==> src/rtl/seq_shift_add_mult.sv <==
// Sequential shift-add multiplier: one multiplier bit per cycle, registered 2*WIDTH product.
// Define SEQ_MULT_SIGNED_EN for two's-complement operands (sign-extended b, subtract on MSB step).
module seq_shift_add_mult #(
  parameter int WIDTH = 4
) (
  input  logic                 clk,
  input  logic                 rst,
  input  logic                 start,
  input  logic [WIDTH-1:0]     a,
  input  logic [WIDTH-1:0]     b,
  output logic                 busy,
  output logic                 op_ready,
  output logic [2*WIDTH-1:0]   product
);

  localparam int CNT_W = $clog2(WIDTH + 1);
  localparam int PW    = 2 * WIDTH;

  typedef enum logic [1:0] {
    S_IDLE = 2'd0,
    S_RUN  = 2'd1,
    S_DONE = 2'd2
  } state_t;

  state_t           r_state;
  state_t           w_state_nxt;
  logic [WIDTH-1:0] r_mplier;
  logic [PW-1:0]    r_mcand;
  logic [PW-1:0]    r_acc;
  logic [PW-1:0]    r_product;
  logic [CNT_W-1:0] r_cnt;

  logic             w_accept;
  logic             w_last;
  logic [PW-1:0]    w_b_ext;
  logic [PW-1:0]    w_acc_nxt;

`ifdef SEQ_MULT_SIGNED_EN
  assign w_b_ext = {{WIDTH{b[WIDTH-1]}}, b};
`else
  assign w_b_ext = {{WIDTH{1'b0}}, b};
`endif

  assign w_last  = (r_cnt == CNT_W'(WIDTH - 1));
  assign product = r_product;

  // The multiplier's original MSB carries negative weight in signed mode.
  always_comb begin
    w_acc_nxt = r_acc;
    if (r_mplier[0]) begin
`ifdef SEQ_MULT_SIGNED_EN
      if (w_last) w_acc_nxt = r_acc - r_mcand;
      else        w_acc_nxt = r_acc + r_mcand;
`else
      w_acc_nxt = r_acc + r_mcand;
`endif
    end
  end

  always_ff @(posedge clk) begin
    if (rst) r_state <= S_IDLE;
    else     r_state <= w_state_nxt;
  end

  always_comb begin
    w_state_nxt = r_state;
    w_accept    = 1'b0;
    busy        = 1'b0;
    op_ready    = 1'b0;
    case (r_state)
      S_IDLE: begin
        if (start) begin
          w_accept    = 1'b1;
          w_state_nxt = S_RUN;
        end
      end
      S_RUN: begin
        busy = 1'b1;
        if (w_last) w_state_nxt = S_DONE;
      end
      S_DONE: begin
        op_ready = 1'b1;
        if (start) begin
          w_accept    = 1'b1;
          w_state_nxt = S_RUN;
        end else begin
          w_state_nxt = S_IDLE;
        end
      end
      default: w_state_nxt = S_IDLE;
    endcase
  end

  // Datapath: capture on acceptance, one shift-add step per RUN cycle.
  always_ff @(posedge clk) begin
    if (rst) begin
      r_mplier  <= '0;
      r_mcand   <= '0;
      r_acc     <= '0;
      r_cnt     <= '0;
      r_product <= '0;
    end else if (w_accept) begin
      r_mplier <= a;
      r_mcand  <= w_b_ext;
      r_acc    <= '0;
      r_cnt    <= '0;
    end else if (r_state == S_RUN) begin
      r_acc    <= w_acc_nxt;
      r_mcand  <= r_mcand << 1;
      r_mplier <= r_mplier >> 1;
      r_cnt    <= r_cnt + CNT_W'(1);
      if (w_last) r_product <= w_acc_nxt;
    end
  end

endmodule

==> config.mk <==
export PLATFORM = sky130hd
export DESIGN_NAME = seq_shift_add_mult
export DESIGN_NICKNAME = d
export VERILOG_FILES = /design/src/rtl/seq_shift_add_mult.sv
export SDC_FILE = /design/constraint.sdc
export NUM_CORES = 1
export LEC_CHECK = 0
export CORE_MARGIN = 2
export CORE_UTILIZATION = 57
export CTS_CLUSTER_SIZE = 28
export DETAILED_ROUTE_END_ITERATION = 8
export GPL_TIMING_DRIVEN = 1
export HOLD_SLACK_MARGIN = 0.12
export PLACE_DENSITY = 0.93
export SYNTH_ARGS = -nofsm -noshare
export SYNTH_HDL_FRONTEND = slang
export SYNTH_SLANG_ARGS = --single-unit
==> constraint.sdc <==
create_clock -name clk -period 3.3 [get_ports clk]
set_input_delay 0.33 -clock clk [delete_from_list [all_inputs] [get_ports clk]]
set_output_delay 0.33 -clock clk [all_outputs]
set_load 0.03 [all_outputs]
# Word level (Yosys, flattened, before mapping)
# Index checks and enable logic that the tools add are counted.
# W data, S select, Z words.
dict set report classes {
  n_reduce_logical 6
  n_bitwise 1
  addsub 2
  eq_ne 5
  muxes 13
}
# op count
set ops {}
lappend ops {{$mux W4} 4}
lappend ops {{$add A8 B8 Y8} 1}
lappend ops {{$mux W8} 1}
lappend ops {{$pmux W2 S3} 1}
lappend ops {{$mux W1} 5}
lappend ops {{$mux W2} 2}
lappend ops {{$ne A2 B2 Y1 const B} 2}
lappend ops {{$reduce_or A2 Y1} 2}
lappend ops {{$add A3 B1 Y3 const B} 1}
lappend ops {{$eq A3 B2 Y1 const B} 1}
lappend ops {{$reduce_and A3 Y1} 1}
lappend ops {{$eq A2 B1 Y1 const B} 1}
lappend ops {{$eq A2 B2 Y1 const B} 1}
lappend ops {{$logic_not A2 Y1} 1}
lappend ops {{$reduce_and A2 Y1} 1}
lappend ops {{$reduce_bool A2 Y1} 1}
lappend ops {{$not A1 Y1} 1}
dict set report totals {
  regBits 33
  wordCells 34
  in_bits 11
  out_inout_bits 10
}

# Logic depth before layout (Yosys ltp)
# Gate-level depths: netlist of the first run.
dict set report depth {
  word_depth 5
  depth_mapped 8
  ltp_nobuf 8
}

# Least setup slack after synthesis of the first run
# Ideal clock, no wire load.
dict set report synth_timing {
  path_type {reg2reg}
  start {register r_mcand[0]}
  end {register r_acc[6]}
  setup_slack_ns 1.599
  t_required_ns 3.165
  stages_incl_launch_ff 8
  setup_time_ns 0.135
  arrival_ns 1.566
  synth_period_minus_slack_ns 1.701
  path_buffers 0
  cell_sequence {dfxtp_1 > ha_1 > inv_1 > fa_1 > nor2b_1 > o31ai_1 > a311oi_1 > a211oi_1}
}
dict set report synth_between {
  elab_chain_len 2
}
# item line_no
set synth_rtl {}
lappend synth_rtl {{start, declared} 28} ;# logic [PW-1:0] r_mcand;
lappend synth_rtl {{start signal, assigned} 104} ;# r_mcand <= w_b_ext;
lappend synth_rtl {{start signal, assigned} 109} ;# r_mcand <= r_mcand << 1;
lappend synth_rtl {{$add A8 B8 Y8} 55} ;# w_acc_nxt = r_acc + r_mcand;
lappend synth_rtl {{$mux W8} 50} ;# if (r_mplier[0]) begin
lappend synth_rtl {{end signal, assigned} 108} ;# r_acc <= w_acc_nxt;
lappend synth_rtl {{end, declared} 29} ;# logic [PW-1:0] r_acc;
# No other way between the ends.
# A chain may end at the register's enable or synchronous reset.

# Final worst setup path of the first run
dict set report layout_timing {
  start {register r_state[1]}
  end {output port busy}
}
dict set report layout_between {
  elab_chain_len 2
}
# item line_no
set layout_rtl {}
lappend layout_rtl {{start, declared} 25} ;# state_t r_state;
lappend layout_rtl {{start signal, assigned} 62} ;# else r_state <= w_state_nxt;
lappend layout_rtl {{$eq A2 B1 Y1} 70} ;# case (r_state)
lappend layout_rtl {{$mux W1} 70}
lappend layout_rtl {{end, declared} 11} ;# output logic busy,
# No other way between the ends.

==> results.sh, run 1 <==
export IMPL_critPathArrivalTime_ns=2.10
export IMPL_grt_ovfl_total=0
export IMPL_die_area_um2=3240
export IMPL_wl_mm=3.18
export IMPL_tritoncts="built"
export IMPL_synth_area_leader_cell="dfxtp_1"
export IMPL_fin_tns_setup_ns=0
export IMPL_synth_top_area_share=0.414
export IMPL_ir_drop_mv=0.336
export IMPL_num_vias=1333
export IMPL_fin_cells=235
export IMPL_synth_top_cells_by_area="dfxtp_1, ha_1, mux2i_1, nor2_1, a21oi_1"
export IMPL_initial_core_util=0.588
export IMPL_post_place_cells=227
export IMPL_clk_path_buf_depth=2
export IMPL_critPathCaptureType="primary output"
export IMPL_drt_vias_per_instance=5.67
export IMPL_cp_required_ns=2.97
export IMPL_muxShareOfSynthArea=0.0502
export IMPL_port_buffers=20
export IMPL_synth_top_family_by_area="compound AO/OA/AOI/OAI gates"
export IMPL_ys_dominant_reg_cell="dfxtp_1"
export IMPL_antenna_cells=0
export IMPL_synth_compound_area_frac=0.207
export IMPL_area_growth_pct=16.0
export IMPL_syn_nets=205
export IMPL_htree_levels=2
export IMPL_ys_seq_elements=33
export IMPL_finClkSkew_ns=0.0105
export IMPL_synth_edf_count=0
export IMPL_grt_max_degree=17
export IMPL_core_area_um2=2710
export IMPL_clk_pin_slew_ns=0.10
export IMPL_postCtsSetupRepairBufs=0
export IMPL_min_path_type="flip-flop to flip-flop"
export IMPL_firstDrtPassIters=4
export IMPL_final_hold_viol_count=0
export IMPL_post_dp_cell_area_um2=1800
export IMPL_period_share=0.736
export IMPL_cts_made_buffers=5
export IMPL_max_slew_margin_rel=0.607
export IMPL_place_hpwl_mm=2.37
export IMPL_antenna_found_initial=0
export IMPL_die_y_um=56.9
export IMPL_wl_per_cell_um=13.5
export IMPL_cp_max_fo=14
export IMPL_finalSetupViolations=0
export IMPL_finalPower_uw=749
export IMPL_p_per_area_nw_per_um2=405
export IMPL_netlist_area_um2=1590
export IMPL_slew_viol_final=0
export IMPL_layout_drive_gt1_share=0.0490
export IMPL_synth_cells=184
export IMPL_first_global_vias=1183
export IMPL_grt_use_total=0.215
export IMPL_yosysWarnings=0
export IMPL_design_area_um2=1850
export IMPL_cts_resized=0
export IMPL_holdBufCountCts=0
export IMPL_clock_sinks=33
export IMPL_num_rows=19
export IMPL_max_freq_mhz=412
export IMPL_antenna_left=0
export IMPL_drc=0
export IMPL_layout_nets=224
export IMPL_synthArstFlopShare=0
export IMPL_synthSimpleGateAreaFrac=0.174
export IMPL_ys_types=35
export IMPL_fin_crit_ns=2.43
export IMPL_place_congestion=0.931
export IMPL_synth_adder_area_share=0.0832
export IMPL_status="complete, no violations"
export IMPL_rsz0062_at_grt="no"
export IMPL_start_kind="flip-flop"
export IMPL_min_path_cells=2
export IMPL_drt_iter0_markers=43
export IMPL_ys_seq_area_frac=0.414
export IMPL_grt_pass1_wl_mm=5.33
export IMPL_drv_cap=0
export IMPL_root_buffer="clkbuf_4"
export IMPL_pin_count=21
export IMPL_synth_xor_area_frac=0.0275
export IMPL_clk_insertion_delay_late_ns=0.34
export IMPL_die_w_um=56.9
export IMPL_rr_worst_depth=6
export IMPL_syn_area_per_cell_um2=8.66
export IMPL_p_leak_nw=0.710
export IMPL_worst_pin_slew_ns=0.590
export IMPL_path_class="flip-flop to primary output"
==> critical path: stages (launching register included) <==
cell and delay [ns]:
dfxtp_1 0.33, nand2b_1 0.38, inv_1 0.33, clkdlybuf4s50_1 0.72
==> sequential cells by signal, summed over array words and instances (netlist names) <==
register and count:
product 8, r_mplier 4, r_mcand 8, r_cnt 3, r_state 2, r_acc 8
==> cells in the mapped netlist (2+ instances only) <==
cell type  number
buf_2           4
and2_1          2
mux2i_1         8
o21ai_0         7
a21oi_1        15
ha_1            9
o31ai_1         2
o21a_1          2
nor2_1         21
xnor2_1         4
nand2_1        20
nand2b_1        4
o22ai_1         4
inv_1           7
nand3_1         2
a311oi_1        3
nor3_1          6
a211oi_1        9
nor2b_1         4
dfxtp_1        33
clkbuf_1        3
a31oi_1         2
==> kinds of logic after synthesis <==
| logic type | after synthesis |
|---|---|
| and+or+nand+nor | 62 |
| DFF | 33 |
| AOI/OAI and AO/OA | 50 |
| xor gates and xnor gates | 5 |
| muxes | 8 |
| buffers and inverters | 16 |
| adders and majority gates | 10 |
==> cell usage in the layout (no fill, tap or decap), types with 2 or more instances in the layout <==
cell type,synthesis,layout
a211oi_1,9,9
a21oi_1,15,15
a311oi_1,3,3
a31oi_1,2,2
and2_1,2,2
clkbuf_4,1,5
clkdlybuf4s50_1,0,20
clkinv_2,0,2
dfxtp_1,33,33
ha_1,9,9
inv_1,7,7
mux2i_1,8,8
nand2_1,20,20
nand2b_1,4,4
nand3_1,2,2
nor2_1,21,21
nor2b_1,4,4
nor3_1,6,6
o21a_1,2,2
o21ai_0,7,7
o22ai_1,4,4
o31ai_1,2,2
xnor2_1,4,4
==> metal layers <==
layer  track usage  wire length, µm
met2         0.330             1470
met1         0.280             1510
met4        0.0997               58
met3        0.0553              135
met5             0                0
==> where the power goes <==
part | switching, mW | internal, mW
combinational | 0.0577 | 0.0453
sequential | 0.0169 | 0.413
clock | 0.135 | 0.0810
total | 0.210 | 0.539
==> final cells by class <==
type / instances / area [µm²]
inverter: 7 / 26.3
fill: 222 / 861
clock buffer: 6 / 41.3
tap: 31 / 38.8
clock inverter: 2 / 10.0
multi-input combinational: 135 / 865
sequential: 33 / 661
timing repair buffer: 21 / 208
==> metrics by stage <==
stage	hold WS (ns)	worst slack, ns	util
after floorplan	0.402	1.60	-
after global placement	0.440	1.25	0.663
after detailed placement	0.444	1.23	0.663
after CTS	0.460	0.859	0.682
after global routing	0.493	0.766	0.682
final	0.456	0.870	0.682
==> path summary, 6_finish.rpt <==
| kind | start | end | slack [ns] |
|---|---|---|---|
| worst max-delay path | r_state[1] | busy | 0.87 |
| worst min-delay path | product[1] | product[1] | 0.46 |
| worst min register to register | product[1] | product[1] | 0.46 |
| worst max register to register | r_state[1] | r_acc[0] | 1.22 |
No activity file was read; power rests on OpenSTA's default activity.
==> run 2: changes to the inputs <==
--- a/config.mk
+++ b/config.mk
@@ -6,12 +6,12 @@
 export NUM_CORES = 1
 export LEC_CHECK = 0
 export CORE_MARGIN = 2
-export CORE_UTILIZATION = 57
+export CORE_UTILIZATION = 54
 export CTS_CLUSTER_SIZE = 28
 export DETAILED_ROUTE_END_ITERATION = 8
 export GPL_TIMING_DRIVEN = 1
 export HOLD_SLACK_MARGIN = 0.12
-export PLACE_DENSITY = 0.93
+export PLACE_DENSITY = 0.89
 export SYNTH_ARGS = -nofsm -noshare
 export SYNTH_HDL_FRONTEND = slang
 export SYNTH_SLANG_ARGS = --single-unit
==> constraint.sdc (replaced) <==
create_clock -name clk -period 2.5 [get_ports clk]
set_input_delay 0.25 -clock clk [delete_from_list [all_inputs] [get_ports clk]]
set_output_delay 0.25 -clock clk [all_outputs]
set_load 0.03 [all_outputs]
==> run 2 against run 1 <==
Clock power increased by 40%; sequential cell count unchanged; non-clock buffer count increased by 2; worst setup slack got worse by 0.46 ns; design area increased by 1.0%; die area increased by 5.2%; sequential power increased by 32%; worst hold slack improved by 0.0090 ns; largest cell class unchanged.
==> results.sh, run 2 (same netlist as run 1, synthesis figures left out) <==
export IMPL_fin_tns_setup_ns=0
export IMPL_clk_path_buf_depth=2
export IMPL_min_path_type="flip-flop to flip-flop"
export IMPL_htree_levels=2
export IMPL_max_slew_margin_rel=0.583
export IMPL_critPathBufInv=2
export IMPL_die_y_um=58.3
export IMPL_first_global_vias=1294
export IMPL_finalSetupViolations=0
export IMPL_drv_cap=0
export IMPL_finClkSkew_ns=0.0100
export IMPL_clk_insertion_delay_late_ns=0.34
export IMPL_clk_pin_slew_ns=0.10
export IMPL_drc=0
export IMPL_wl_per_cell_um=14.6
export IMPL_holdBufCountCts=0
export IMPL_routed_wl_met2_mm=1.59
export IMPL_period_share=0.836
export IMPL_port_buffers=20
export IMPL_clock_sinks=33
export IMPL_critPathMaxStageDelay_ns=0.74
export IMPL_worstPathCellList="nand2b_1 -> inv_1 -> clkdlybuf4s50_1"
export IMPL_cpMaxStageDelayCell="clkdlybuf4s50_1"
export IMPL_drt_iter0_markers=49
export IMPL_critPathCaptureType="primary output"
export IMPL_worst_pin_slew_ns=0.625
export IMPL_nFillCells=228
export IMPL_rsz0062_at_grt="no"
export IMPL_tritoncts="built"
export IMPL_critPathArrivalTime_ns=1.84
export IMPL_p_per_area_nw_per_um2=541
export IMPL_slew_viol_final=0
export IMPL_m1WireLength_mm=1.58
export IMPL_crit_path_start="r_state[1]"
export IMPL_area_growth_pct=17.2
export IMPL_wl_mm=3.44
export IMPL_cts_made_buffers=5
export IMPL_final_common_cell="dfxtp_1"
export IMPL_drt_vias_per_instance=5.85
export IMPL_cts_resized=0
export IMPL_place_hpwl_mm=2.55
export IMPL_grt_max_degree=16
export IMPL_die_w_um=58.3
export IMPL_root_buffer="clkbuf_4"
export IMPL_max_freq_mhz=478
export IMPL_wl_met3_um=184
export IMPL_num_vias=1381
export IMPL_ir_drop_mv=0.510
export IMPL_final_hold_viol_count=0
export IMPL_top_layer="met4"
export IMPL_firstDrtPassIters=4
export IMPL_cp_required_ns=2.25
export IMPL_core_area_um2=2780
export IMPL_grt_use_total=0.222
export IMPL_whs_ns=0.465
export IMPL_num_rows=19
export IMPL_status="complete, no violations"
export IMPL_path_class="flip-flop to primary output"
export IMPL_antenna_left=0
export IMPL_layout_drive_gt1_share=0.0537
export IMPL_postCtsSetupRepairBufs=0
export IMPL_start_kind="flip-flop"
export IMPL_antenna_found_initial=0
export IMPL_place_congestion=0.926
export IMPL_fin_crit_ns=2.09
export IMPL_initial_core_util=0.573
export IMPL_pin_count=21
export IMPL_die_area_um2=3400
export IMPL_antenna_cells=0
export IMPL_grt_pass1_wl_mm=5.64
export IMPL_cpLargestDelayFamily="buffers and inverters"
export IMPL_hold_path_startpoint="product[1]"
export IMPL_p_leak_nw=0.718
export IMPL_final_cell_mix="dfxtp_1, nor2_1, nand2_1, clkdlybuf4s50_1, a21oi_1"
export IMPL_cp_max_fo=10
export IMPL_grt_ovfl_total=0
export IMPL_layout_nets=226
export IMPL_r2r_start="r_acc[0]"
## run 2: cell count changes in the layout (fill, tap and decap cells not counted)
| cell | previous run | this run |
|---|---|---|
| buf_4 | 1 | 3 |
| clkinv_2 | 2 | 0 |
| clkbuf_8 | 0 | 1 |
## run 2: final cells by class
cell class | instances | area [µm²] | share of cell area
Sequential cell | 33 | 661 | 0.354
Multi-Input combinational cell | 135 | 865 | 0.463
Tap cell | 31 | 38.8 | 0.0208
Inverter | 7 | 26.3 | 0.0141
Clock buffer | 7 | 55.1 | 0.0295
Timing Repair Buffer | 23 | 223 | 0.119
## run 2: layer usage
metal / vias up / track usage
met5: - / 0
met4: 0 / 0.133
met3: 12 / 0.0549
met2: 35 / 0.352
met1: 646 / 0.272
li1: 688 / -
## run 2: final timing paths
path	slack, ns	to	cells after the start
max	0.41	busy	3
min	0.47	product[1]	2
max reg2reg	0.57	r_acc[6]	7
min reg2reg	0.47	product[1]	2
## run 2: worst min-delay path: stages, from the launching register on
cell	delay [ns]
dfxtp_1	0.32
nand2_1	0.05
a21oi_1	0.05
## run 2: report_power, final
part | switching (mW) | internal (mW) | total [mW]
registers | 0.0223 | 0.545 | 0.567
logic | 0.0777 | 0.0628 | 0.141
clock network | 0.170 | 0.133 | 0.303
total | 0.270 | 0.740 | 1.01
## run 2: through the flow
step | instances | util | total power [mW] | area, µm² | setup WS [ns]
after global placement | 229 | 0.652 | 0.712 | 1810 | 0.691
final | 236 | 0.672 | 1.01 | 1870 | 0.410
after CTS | 236 | 0.672 | 1.01 | 1870 | 0.418
after global routing | 236 | 0.672 | 1.05 | 1870 | 0.338
after detailed placement | 229 | 0.652 | 0.717 | 1810 | 0.589
after floorplan | 184 | - | 0.672 | 1590 | 0.799
==> run 3: changes to the inputs <==
--- a/config.mk
+++ b/config.mk
@@ -6,12 +6,12 @@
 export NUM_CORES = 1
 export LEC_CHECK = 0
 export CORE_MARGIN = 2
-export CORE_UTILIZATION = 54
+export CORE_UTILIZATION = 48
 export CTS_CLUSTER_SIZE = 28
 export DETAILED_ROUTE_END_ITERATION = 8
 export GPL_TIMING_DRIVEN = 1
 export HOLD_SLACK_MARGIN = 0.12
-export PLACE_DENSITY = 0.89
+export PLACE_DENSITY = 0.85
 export SYNTH_ARGS = -nofsm -noshare
 export SYNTH_HDL_FRONTEND = slang
 export SYNTH_SLANG_ARGS = --single-unit
==> constraint.sdc (replaced) <==
create_clock -name clk -period 1.9 [get_ports clk]
set_input_delay 0.19 -clock clk [delete_from_list [all_inputs] [get_ports clk]]
set_output_delay 0.19 -clock clk [all_outputs]
set_load 0.03 [all_outputs]
==> run 3 against run 2 <==
Clock skew fell by 0.0048 ns; sequential share of layout area decreased by 1.1 points; register-to-register slack lost 0.56 ns; count of clock-buffer cells in the layout stayed put; non-clock buffer count up 4; critical path type is now flip-flop to flip-flop; largest cell class unchanged; highest routed layer unchanged.
==> results.sh, run 3 (same netlist as run 1, synthesis figures left out) <==
export IMPL_die_w_um=61.6
export IMPL_drt_iter0_markers=85
export IMPL_critPathCaptureType="flip-flop"
export IMPL_min_path_type="primary input to flip-flop"
export IMPL_status="complete, no violations"
export IMPL_postCtsSetupRepairBufs=0
export IMPL_antenna_cells=0
export IMPL_layout_nets=230
export IMPL_antenna_found_initial=0
export IMPL_drc=0
export IMPL_finish_utilization=0.623
export IMPL_max_slew_margin_rel=0.627
export IMPL_htree_levels=2
export IMPL_firstDrtPassIters=4
export IMPL_cts_made_buffers=5
export IMPL_max_freq_mhz=529
export IMPL_place_congestion=0.903
export IMPL_fin_tns_setup_ns=0
export IMPL_p_leak_nw=0.741
export IMPL_num_vias=1376
export IMPL_whs_ns=0.446
export IMPL_clock_sinks=33
export IMPL_cp_max_fo=3
export IMPL_tritoncts="built"
export IMPL_port_buffers=20
export IMPL_post_place_cells=246
export IMPL_core_area_um2=3100
export IMPL_design_area_um2=1930
export IMPL_finalSetupViolations=0
export IMPL_critPathBufInv=1
export IMPL_clk_insertion_delay_late_ns=0.34
export IMPL_cpMaxStageDelayCell="dfxtp_2"
export IMPL_die_area_um2=3800
export IMPL_fin_ws_ns=0.0113
export IMPL_cp_required_ns=2.10
export IMPL_pin_count=21
export IMPL_final_hold_viol_count=0
export IMPL_p_per_area_nw_per_um2=691
export IMPL_path_class="flip-flop to flip-flop"
export IMPL_holdBufCountCts=0
export IMPL_cpLargestDelayFamily="compound AO/OA/AOI/OAI gates"
export IMPL_drt_vias_per_instance=5.44
export IMPL_grt_use_total=0.204
export IMPL_clk_pin_slew_ns=0.09
export IMPL_layout_drive_gt1_share=0.110
export IMPL_final_cell_mix="dfxtp_1, nor2_1, nand2_1"
export IMPL_ir_drop_mv=0.470
export IMPL_drv_cap=0
export IMPL_final_common_cell="dfxtp_1"
export IMPL_pre_cts_slack_ns=0.0377
export IMPL_grt_pass1_wl_mm=5.51
export IMPL_fin_cells=253
export IMPL_clk_path_buf_depth=2
export IMPL_slew_viol_final=0
export IMPL_worst_pin_slew_ns=0.558
export IMPL_start_kind="flip-flop"
export IMPL_cts_resized=0
export IMPL_first_global_vias=1272
export IMPL_die_y_um=61.6
export IMPL_antenna_left=0
export IMPL_period_share=0.994
export IMPL_critPathMaxStageDelay_ns=0.34
export IMPL_initial_core_util=0.514
export IMPL_post_dp_cell_area_um2=1860
export IMPL_place_hpwl_mm=2.47
export IMPL_fin_crit_ns=1.89
export IMPL_finalPower_mw=1.34
export IMPL_wl_per_cell_um=13.4
export IMPL_wl_mm=3.39
export IMPL_area_growth_pct=21.3
export IMPL_worstPathCellList="ha_2 -> inv_1 -> fa_2 -> nor2b_2 -> o31ai_1 -> a21oi_1 -> a311oi_2 -> a211oi_2"
export IMPL_grt_ovfl_total=0
export IMPL_grt_max_degree=20
export IMPL_root_buffer="clkbuf_4"
export IMPL_finClkSkew_ns=0.00527
export IMPL_critPathArrivalTime_ns=2.09
export IMPL_num_rows=20
## run 3: cell count changes in the layout (fill, tap and decap cells not counted), sizes merged
cell and change:
buf +5, clkdlybuf4s50 -1
## run 3: area by class of cell
type	count	area [µm²]
repair buffers	27	250
multi-input cells	135	883
well taps	44	55.1
flip-flops and latches	33	663
fillers	286	1170
inverters	7	26.3
clock buffers	7	55.1
## run 3: path summary, 6_finish.rpt
kind	slack, ns	from	cells past startpoint	end
setup / recovery	0.01	r_mcand[0]	8	r_acc[6]
hold / removal	0.45	b[1]	3	r_mcand[1]
setup reg to reg	0.01	r_mcand[0]	8	r_acc[6]
hold reg to reg	0.46	product[1]	2	product[1]
## run 3: tightest hold or removal path, stage by stage
cell,delay (ns)
clkdlybuf4s50_1,0.40
nor2_1,0.10
a311oi_1,0.05
## run 3: report_power, final
group	switching [mW]	internal (mW)	total [mW]	leakage, nW
clock	0.221	0.174	0.396	0.0314
combinational	0.111	0.0894	0.200	0.441
sequential	0.0220	0.717	0.739	0.269
## run 3: routing by layer
metal | routed length (µm) | vias up | share of wire | GRT usage
li1 | - | 701 | - | -
met1 | 1590 | 635 | 0.47 | 0.256
met2 | 1590 | 33 | 0.47 | 0.323
met3 | 138 | 7 | 0.041 | 0.0693
met4 | 64 | 0 | 0.019 | 0.0790
met5 | 0 | - | 0 | 0
==> edit 1 (settings of run 2) <==
Re-encode `state_t` (3 states) as one-hot, 3 bits wide.
--- a/src/rtl/seq_shift_add_mult.sv
+++ b/src/rtl/seq_shift_add_mult.sv
@@ -16,10 +16,10 @@
   localparam int CNT_W = $clog2(WIDTH + 1);
   localparam int PW    = 2 * WIDTH;
 
-  typedef enum logic [1:0] {
-    S_IDLE = 2'd0,
-    S_RUN  = 2'd1,
-    S_DONE = 2'd2
+  typedef enum logic [2:0] {
+    S_IDLE = 3'b001,
+    S_RUN  = 3'b010,
+    S_DONE = 3'b100
   } state_t;
 
   state_t           r_state;
Formal check against the unedited RTL: no difference found for any inputs over 10 cycles, from zero or initial values and one cycle with rst high; not proved beyond that.
==> edit 1 against run 2 <==
  * Critical path depth is 5 higher
  * Sequential cell count is 1 higher
  * Design area is 3.7% higher
  * Register-to-register slack worse by 80 ps
  * Synthesized area is 5.3% higher
  * Power is 5.8% lower
  * First-iteration DRC count is 67% higher
  * Worst setup slack better by 83 ps
  * Routed wire length is 3.0% lower
  * Critical path type is now flop to flop
==> edit 1: results <==
{
  "status": "finished clean",
  "timing.hold.ws_ps": 448,
  "hold_class": "input port to flop",
  "layout-drive-gt1-share_pct": 6.48,
  "grt_pass1_wl_um": 5700,
  "gp_congestion": 0.821,
  "whs_path_depth": 3,
  "clkPwrFrac_pct": 29.5,
  "num-fill-cells": 265,
  "grt_start_max_net_pins": 32,
  "ff2ff_path_depth": 8,
  "p_comb_mw": 0.103,
  "viasPerCell": 5.72,
  "worst_pin_slew_ps": 546,
  "fin_skew_ps": 7.69,
  "dp_hpwl_um": 2410,
  "drt_iter0_drc": 82,
  "grtUsageTotal_pct": 21.5,
  "netSwitchingPower_mw": 0.246,
  "cts_max_level": 2,
  "p_leak_nw": 0.737,
  "synth_nets": 216,
  "clk_pin_slew_worst_paths_ps": 100,
  "cp_data_arrival_time_ps": 2220,
  "netlist_top_cells_area": "dfxtp_1 (41%), ha_1 (6.7%), nand2_1 (6.5%)",
  "synth_cell_types": 38,
  "nNetsFinal": 237,
  "seq_area_frac_synth_pct": 40.6,
  "synth_commonest_cells": "dfxtp_1 (34), nand2_1 (29), nor2_1 (24), a21oi_1 (19), a211oi_1 (13)",
  "grt_pass1_vias": 1268,
  "dpl-instance-area_mm2": 0.00189,
  "min_period_ps": 2010,
  "wl_um": 3340,
  "synthArstFlopShare_pct": 0,
  "vdd_drop_max_mv": 0.283
}
[edit 1: cell types whose count changed in the layout (fill, tap and decap cells not counted), moves of 4 or more]
cell      change
nand2_1       +9
nor3_1        -6
a211oi_1      +4
a21oi_1       +4
a22oi_1       +4
o21ai_0       -4
o22ai_1       -4
[edit 1: worst paths after layout]
check / from / endpoint
worst max-delay path: r_mcand[0] / r_acc[6]
worst min-delay path: a[3] / r_mplier[3]
worst max register to register: r_mcand[0] / r_acc[6]
worst min register to register: r_mplier[2] / r_mplier[2]
[edit 1: logic make-up (layout without fill, tap and decap cells)]
kind of cell    after synthesis  count (layout)  share of synthesized area (%)
fa+ha+maj                    10              10                           7.90
compound gates               54              54                           22.5
buf+inv                      19              40                           5.67
flops                        34              34                           40.6
mux                           5               5                           2.98
xor+xnor                      6               6                           3.13
simple gates                 67              67                           17.2
[edit 1: critical path, stage by stage (launching register included)]
cell	delay, ps
dfxtp_1	370
ha_1	210
inv_1	60
fa_1	390
nor2b_1	180
o31ai_1	110
mux2i_1	140
a211oi_1	310
a211oi_1	120
[edit 1: cell type report]
type                    instances  share of cell area, %
well taps                      33                   2.13
clock buffers                   7                   2.33
repair buffers                 25                   12.3
flip-flops and latches         34                   35.1
multi-input cells             142                   46.6
inverters                       8                   1.55
[edit 1: metal layers]
metal  vias up  GRT usage [%]  part of all wire, %
li1        727              -                    -
met1       652           27.7                   46
met2        37           33.1                   47
met3         8           6.49                  5.1
met4         0           9.52                  2.1
met5         -              0                    0
[edit 1: metrics by stage]
stage	utilization [%]	power (mW)	instances
after floorplan	-	0.651	195
after global placement	63.0	0.680	242
after detailed placement	63.0	0.683	242
after CTS	64.5	0.956	249
after global routing	64.5	0.994	249
final	64.5	0.952	249
==> edit 2 (flow settings as in run 2) <==
Made on the original files. Build with the macro `SEQ_MULT_SIGNED_EN` defined.
--- a/src/rtl/seq_shift_add_mult.sv
+++ b/src/rtl/seq_shift_add_mult.sv
@@ -1,5 +1,7 @@
 // Sequential shift-add multiplier: one multiplier bit per cycle, registered 2*WIDTH product.
 // Define SEQ_MULT_SIGNED_EN for two's-complement operands (sign-extended b, subtract on MSB step).
+`define SEQ_MULT_SIGNED_EN
+
 module seq_shift_add_mult #(
   parameter int WIDTH = 4
 ) (
Check against the original RTL: not equivalent (Yosys sat finds a counterexample within 10 cycles, from zero or initial values and one cycle with rst high).
==> edit 2 against run 2 <==
  * Count of clock-buffer cells in the layout is the same
  * Synthesized area grew 12%
  * Routed wire length grew 24%
  * Worst setup slack lost 370 ps
  * Design area grew 21%
  * Die area grew 11%
  * Critical path depth grew 8
  * Cell count grew 25%
  * Sequential cell count is the same
  * Global-route usage grew 1.0 points
  * Critical path type is now flop to flop
  * Critical endpoint is now product[7]
Power is not compared: it rests on default switching activity, and its combinational part moved more than twofold at a synthesized area within 25%.
==> edit 2: results <==
{
  "status": "finished clean",
  "cp_data_arrival_time_ps": 2760,
  "dp_hpwl_um": 2860,
  "grt_use_met1_pct": 26.0,
  "fin_skew_ps": 12.8,
  "regArea_um2": 666,
  "cts_resized": 2,
  "nNetsFinal": 274,
  "gp_congestion": 0.805,
  "synth_nets": 244,
  "wl_met2_um": 2140,
  "use_met3_pct": 5.67,
  "reg2reg_slack_ps": 40,
  "netlist_top_cells_area": "dfxtp_1 (37%), nand2_1 (7.2%), ha_1 (7.0%)",
  "met2_usage_pct": 40.7,
  "wl_met3_um": 195,
  "multi_input_cells": 165,
  "fmax_mhz": 406,
  "num-fill-cells": 246,
  "r2r_end": "product[7]",
  "critPathMaxFanout": 6,
  "seq_area_frac_synth_pct": 37.1,
  "synth.avg_cell_area_um2": 8.03,
  "hold_path_end": "product[0]",
  "nNonClkBuffers": 35,
  "wl_per_cell_um": 14.4,
  "grt_pass1_vias": 1470,
  "drt-met1-wl_um": 1790,
  "grt_pass1_wl_um": 6300,
  "worst_pin_slew_ps": 619,
  "grtUsageTotal_pct": 23.2,
  "buf_share_pct": 14.0,
  "num-nonclk-inverters": 12,
  "place_inst": 285,
  "viasPerCell": 5.60,
  "r2r_start": "r_cnt[1]",
  "synth_commonest_cells": "nand2_1 (34), dfxtp_1 (33), nor2_1 (32), a21oi_1 (15), inv_1 (12)",
  "dpl-instance-area_mm2": 0.00207,
  "clk_share_pct": 2.43,
  "endpoint_kind": "flop",
  "multi_input_area_share_pct": 49.7,
  "grt_start_max_net_pins": 23,
  "hp-start": "product[0]",
  "timing.hold.ws_ps": 459,
  "fp.dieArea_mm2": 0.00377,
  "setup_violations": 0
}
==> edit 2: cell count changes after synthesis, sizes merged, moves of 3 or more <==
cell          run 2  this run
a31oi             2        10
inv               7        12
nand2            20        34
xnor2             4        11
o22ai             4         1
o21ai             8         2
nor2             21        32
==> edit 2: cells by family (layout without fill, tap and decap cells) <==
logic type / Yosys count / in the layout / synth area share [%]
AO/OA/AOI/OAI: 47 / 47 / 17.5
XOR/XNOR: 12 / 12 / 5.90
adder cells (fa/ha/maj): 11 / 11 / 8.15
buffers and inverters: 24 / 54 / 5.41
flip-flops: 33 / 33 / 37.1
multiplexers: 7 / 7 / 3.93
AND/OR/NAND/NOR: 88 / 88 / 22.1
==> edit 2: worst max-delay path: stages, from the launching register on <==
cell and delay, ps:
dfxtp_2 350, ha_4 160, ha_4 190, nor2_4 120
xnor2_2 80, ha_1 370, nand3b_1 140, a21oi_2 150
and3b_2 230, xnor2_2 230, mux2i_1 220, o311a_1 170
